**src/rtl/knn_topk_feeder.sv**
```systemverilog
// Candidate-side controller for the k-NN min/max priority queue: keeps the K
// smallest-tag candidates resident, then drains them in ascending tag order.
module knn_topk_feeder #(
    parameter int unsigned DATA_WIDTH = 32,
    parameter int unsigned TAG_WIDTH  = 32,
    parameter int unsigned K          = 8
) (
    input  logic                  clk_in,
    input  logic                  rst_in,
    input  logic                  cand_valid_in,
    output logic                  cand_ready_out,
    input  logic [DATA_WIDTH-1:0] cand_data_in,
    input  logic [TAG_WIDTH-1:0]  cand_tag_in,
    input  logic                  cand_last_in,
    output logic                  q_enq_out,
    output logic [DATA_WIDTH-1:0] q_enq_data_out,
    output logic [TAG_WIDTH-1:0]  q_enq_tag_out,
    output logic                  q_deq_smallest_out,
    output logic                  q_deq_largest_out,
    input  logic                  q_valid_in,
    input  logic [DATA_WIDTH-1:0] q_data_in,
    input  logic [TAG_WIDTH-1:0]  q_tag_in,
    input  logic [TAG_WIDTH-1:0]  q_max_tag_in,
    input  logic                  q_deq_stall_in,
    output logic                  res_valid_out,
    input  logic                  res_ready_in,
    output logic [DATA_WIDTH-1:0] res_data_out,
    output logic [TAG_WIDTH-1:0]  res_tag_out,
    output logic                  res_last_out,
    output logic                  done_out,
    output logic [$clog2(K):0]    count_out,
    output logic [15:0]           drop_count_out
);

    localparam int unsigned CW = $clog2(K) + 1;

    typedef enum logic [3:0] {
        IDLE, DECIDE, EVICT_WAIT, ENQ, SETTLE,
        DRAIN_REQ, DRAIN_WAIT, DRAIN_OUT, FINISH
    } state_t;

    state_t                state, state_next;
    logic [DATA_WIDTH-1:0] hold_data;
    logic [TAG_WIDTH-1:0]  hold_tag;
    logic                  hold_last;
    logic                  evicted, evicted_next;
    logic                  accepted, accepted_next;
    logic [CW-1:0]         count_next;
    logic [15:0]           drop_next;
    logic                  capture, res_load, deq_largest_next;
    logic                  res_take;

    assign res_take = res_valid_out & res_ready_in;

    // State register
    always_ff @(posedge clk_in or negedge rst_in) begin
        if (!rst_in) state <= IDLE;
        else         state <= state_next;
    end

    // Next-state and datapath decisions
    always_comb begin
        state_next       = state;
        count_next       = count_out;
        drop_next        = drop_count_out;
        evicted_next     = evicted;
        accepted_next    = accepted;
        capture          = 1'b0;
        res_load         = 1'b0;
        deq_largest_next = 1'b0;
        case (state)
            IDLE: begin
                if (cand_valid_in && cand_ready_out) begin
                    capture    = 1'b1;
                    state_next = DECIDE;
                end
            end
            DECIDE: begin
                if (count_out < CW'(K)) begin
                    if (!q_deq_stall_in) state_next = ENQ;
                end else if (hold_tag < q_max_tag_in) begin
                    if (!q_deq_stall_in) begin
                        deq_largest_next = 1'b1;
                        evicted_next     = 1'b0;
                        state_next       = EVICT_WAIT;
                    end
                end else begin
                    // ties with the current maximum are rejected
                    if (drop_count_out != 16'hFFFF) drop_next = drop_count_out + 16'd1;
                    state_next = SETTLE;
                end
            end
            EVICT_WAIT: begin
                if (!evicted && q_valid_in) begin
                    evicted_next = 1'b1;
                    count_next   = count_out - CW'(1);
                end
                if ((evicted || q_valid_in) && !q_deq_stall_in) state_next = ENQ;
            end
            ENQ: begin
                count_next = count_out + CW'(1);
                state_next = SETTLE;
            end
            SETTLE: begin
                if (hold_last) state_next = (count_out == '0) ? FINISH : DRAIN_REQ;
                else           state_next = IDLE;
            end
            DRAIN_REQ: state_next = DRAIN_WAIT;
            DRAIN_WAIT: begin
                if (q_valid_in) begin
                    res_load      = 1'b1;
                    count_next    = count_out - CW'(1);
                    accepted_next = 1'b0;
                    state_next    = DRAIN_OUT;
                end
            end
            DRAIN_OUT: begin
                if (res_take) accepted_next = 1'b1;
                if ((accepted || res_take) && !q_deq_stall_in)
                    state_next = (count_out != '0) ? DRAIN_REQ : FINISH;
            end
            FINISH: begin
                drop_next  = 16'd0;
                state_next = IDLE;
            end
            default: state_next = IDLE;
        endcase
    end

    // Registered outputs and holding registers
    always_ff @(posedge clk_in or negedge rst_in) begin
        if (!rst_in) begin
            hold_data          <= '0;
            hold_tag           <= '0;
            hold_last          <= 1'b0;
            evicted            <= 1'b0;
            accepted           <= 1'b0;
            cand_ready_out     <= 1'b0;
            q_enq_out          <= 1'b0;
            q_enq_data_out     <= '0;
            q_enq_tag_out      <= '0;
            q_deq_smallest_out <= 1'b0;
            q_deq_largest_out  <= 1'b0;
            res_valid_out      <= 1'b0;
            res_data_out       <= '0;
            res_tag_out        <= '0;
            res_last_out       <= 1'b0;
            done_out           <= 1'b0;
            count_out          <= '0;
            drop_count_out     <= '0;
        end else begin
            if (capture) begin
                hold_data <= cand_data_in;
                hold_tag  <= cand_tag_in;
                hold_last <= cand_last_in;
            end
            if (res_load) begin
                res_data_out <= q_data_in;
                res_tag_out  <= q_tag_in;
                res_last_out <= (count_out == CW'(1));
            end
            evicted            <= evicted_next;
            accepted           <= accepted_next;
            cand_ready_out     <= (state_next == IDLE);
            q_enq_out          <= (state_next == ENQ);
            q_enq_data_out     <= hold_data;
            q_enq_tag_out      <= hold_tag;
            q_deq_smallest_out <= (state_next == DRAIN_REQ);
            q_deq_largest_out  <= deq_largest_next;
            res_valid_out      <= (state_next == DRAIN_OUT) && !accepted_next;
            done_out           <= (state_next == FINISH);
            count_out          <= count_next;
            drop_count_out     <= drop_next;
        end
    end

endmodule

```
**config.mk**
```make
export PLATFORM = sky130hd
export DESIGN_NAME = knn_topk_feeder
export DESIGN_NICKNAME = d
export VERILOG_FILES = /design/src/rtl/knn_topk_feeder.sv
export SDC_FILE = /design/constraint.sdc
export NUM_CORES = 1
export LEC_CHECK = 0
export ABC_AREA = 1
export CAP_MARGIN = 20
export CORE_ASPECT_RATIO = 1.25
export CORE_UTILIZATION = 39
export DETAILED_ROUTE_END_ITERATION = 6
export PLACE_DENSITY = 0.74
export REMOVE_ABC_BUFFERS = 1
export SYNTH_ARGS = -nofsm -noshare
export SYNTH_HDL_FRONTEND = slang
export SYNTH_SLANG_ARGS = --single-unit
```
**constraint.sdc**
```tcl
create_clock -name clk_in -period 2.19 [get_ports clk_in]
set_input_delay 0.5475 -clock clk_in [delete_from_list [all_inputs] [get_ports clk_in]]
set_output_delay 0.5475 -clock clk_in [all_outputs]
set_load 0.03 [all_outputs]
```
==> impl_results.md <==
- Status: complete, but fails checks
- Failing checks: DRC
- Critical path class: primary input to flip-flop
- Sequential element share of the synthesized area: 0.618
- Ys async rst share: 1.00
- Root buf cell: clkbuf_16
- TritonRoute pass-1 iters: 7
- Distinct cells, synth: 31
- Antenna Nets Post-Route: 0
- H-tree depth: 1
- Antenna violations before repair: 0
- Num rows: 62
- Share of cells above drive strength 1: 0.116
- Final TNS setup: 0 ns
- CP arrival: approximately 2.5 ns
- # diodes: 0
- Power density cells: roughly 1400 mW/mm^2
- Hold_ws: 0.374 ns
- Final Max Slew Viols: 0
- Final Skew: 0.00782 ns
- Slew margin rel.: 0.613
- Max-cap violations: 0
- Cts bufs inserted: 23
- Final hold vios: 0
- RD Place Congestion: 0.908
- Synthesized area: 0.00915 sq mm
- Avg Cell Area, Syn: 9.28 sq um
- Final net count: 1531
- Max Clk Rate: 466 MHz
- Worst-path clk slew: approximately 0.060 ns
- Full die area: 0.0241 sq mm
- Unrepaired setup endpoints after global routing: true
- Die Ht: roughly 170 um
- Crit path cell chain: clkdlybuf4s50_1 -> inv_1 -> ha_1 -> nand4_1 -> inv_2 -> nand4_1 -> nor2_1 -> nand2_2 -> nand2_4 -> nand2_4 -> buf_6 -> nand2_1 -> nand2_2 -> nand3_1 -> nor2_1
- Routed wire length: 25500 um
- Yosys reg bits: 226
- Finish-stage setup viols: 0
- DR vias/cell: around 4.7
- Critical path startpoint category: primary input
- IO Pins: 322
- Gate count after technology mapping: 986
- Final period util: 0.981
- Core area: 0.0230 sq mm
- DP Cell Count: ~1600
- Max VDD drop: approximately 800 uV
- Layout Cells excl Fill: 1633
- Worst Tran Pin Value: 0.575 ns
- Vias in the first global route: 8080
- Sink Count: 226
- Port Buffers: around 320
- First-pass GRT wire length: 40900 um
- Die width: 139 um
- Main flop type after synthesis: dfrtp_1
- Area Overhead vs Synth: 54.2%
- Minimum clock period: 2.15 ns
- Initial core utilization: 0.398
- 1st-iter DRT viols: 317
- Critical Path RT: 2.59 ns
- CTS tree: built
- Post-detail-place hpwl: 17900 um
- Synth warnings: 0
- GRT Residual Overflow: 0
- Largest net degree at the start of global routing: roughly 70
- Residual DRC: 26
- CTS max path bufs: 3
- Leakage power: between 0.007 and 0.008 uW
- DR WL/cell: 15.6 um
- Total number of vias: 7695
- Worst min path class: flip-flop to flip-flop
- Crit. End Element: flip-flop
- Worst skew pair latency: 0.50 ns
- Critical-path top delay cell: clkdlybuf4s50_1
- CP Max Fanout: 4
- Post-synth EDFFs: 0
- Critical Path Max Stage Delay: 0.45 ns
- GRT Util Overall: 0.212
stage by stage:
stage          area [sq um]  setup slack [ns]  utilization  power [uW]
4_1_cts               13800           -0.0103        0.602       20000
3_3_place_gp          12900            -0.777        0.560       15500
2_1_floorplan          9010             -2.20            -       11600
3_5_place_dp          12900            -0.795        0.560       15700
5_1_grt               14100           -0.0792        0.614       21400
6_report              14100            0.0420        0.614       20200
Yosys cell counts (all sizes together) (2+ instances only):
master,number,area (sq um)
dfrtp,226,5660
nand2,471,1780
nand4,15,93.8
xnor2,5,43.8
ha,35,438
clkbuf,20,75.1
o21a,2,15.0
clkinv,2,7.51
a21oi,18,90.1
buf,10,58.8
nor4,4,25.0
inv,75,282
o21ai,21,120
nor2,42,160
nand3,10,50.1
xor2,12,105
nor3,13,96.4
flip-flops by register name, indices dropped and copies added, names as in the netlist, 4 cells and up:
signal	cells
res_data_out	32
q_enq_data_out	32
state	4
res_tag_out	32
q_enq_tag_out	32
hold_data	32
drop_count_out	16
count_out	4
hold_tag	32
cells by family after synthesis:
family	Yosys count	share of synthesized area
buffers and inverters	107	0.0462
flip-flops	226	0.618
XOR/XNOR	17	0.0163
AND/OR/NAND/NOR	556	0.241
adder cells (fa/ha/maj)	35	0.0479
AO/OA/AOI/OAI	45	0.0298
cell usage in the layout (no fill, tap or decap), types with 11 or more instances in the layout:
master           count
nand2_1            457
clkdlybuf4s50_1    292
dfrtp_1            226
inv_1               54
nor2_1              37
clkbuf_16           23
inv_2               21
ha_4                19
buf_4               17
nand4_1             15
ha_1                15
dlygate4sd2_1       15
dlymetal6s2s_1      13
xor2_1              12
a21oi_2             11
what timing repair did:
action,4_1_cts,5_1_grt
setup buffers,1,2
pin swaps,23,38
hold buffers,1,0
hold endpoints to repair,33,0
gates resized for setup,48,60
endpoints found under the setup margin,40,29
area by class of cell:
cell class                      count  area, sq um
Sequential cell                   226         5660
Tap cell                          288          360
Timing Repair Buffer              348         3540
Clock inverter                     10          109
Multi-Input combinational cell    653         3480
Fill cell                        1917         8860
Inverter                           77          292
Clock buffer                       31          666
layer usage:
| layer | global-route usage | wire length [um] | up-vias |
|---|---|---|---|
| li1 | - | - | 3733 |
| met1 | 0.243 | 9440 | 3618 |
| met2 | 0.369 | 12900 | 285 |
| met3 | 0.0702 | 2410 | 59 |
| met4 | 0.0736 | 797 | 0 |
| met5 | 0 | 0 | - |
path summary, 6_finish.rpt:
check,from,endpoint,slack (ns),cells past startpoint
max in group asynchronous,rst_in,res_data_out[18]$_DFFE_PN0P_,1.02,3
setup reg to reg,hold_tag[15]$_DFFE_PN0P_,q_deq_smallest_out$_DFF_PN0_,0.09,15
hold reg to reg,hold_data[0]$_DFFE_PN0P_,q_enq_data_out[0]$_DFF_PN0_,0.37,0
setup / recovery,q_max_tag_in[29],q_deq_smallest_out$_DFF_PN0_,0.04,15
hold / removal,hold_data[0]$_DFFE_PN0P_,q_enq_data_out[0]$_DFF_PN0_,0.37,0
min in group asynchronous,rst_in,hold_data[18]$_DFFE_PN0P_,0.51,2
report_power, final:
group          internal (uW)  switching [uW]  total, uW
clock network           2370            1620       3990
registers               5950            1110       7060
logic                   3750            5360       9120
total                  12100            8100      20200
critical path, delay by kind of cell:
kind / cells / cell delay (ns)
adder cells (fa/ha/maj): 1 / 0.30
buffers and inverters: 4 / 0.70
AND/OR/NAND/NOR: 10 / 0.99
Power figures use the tool's default switching activity.
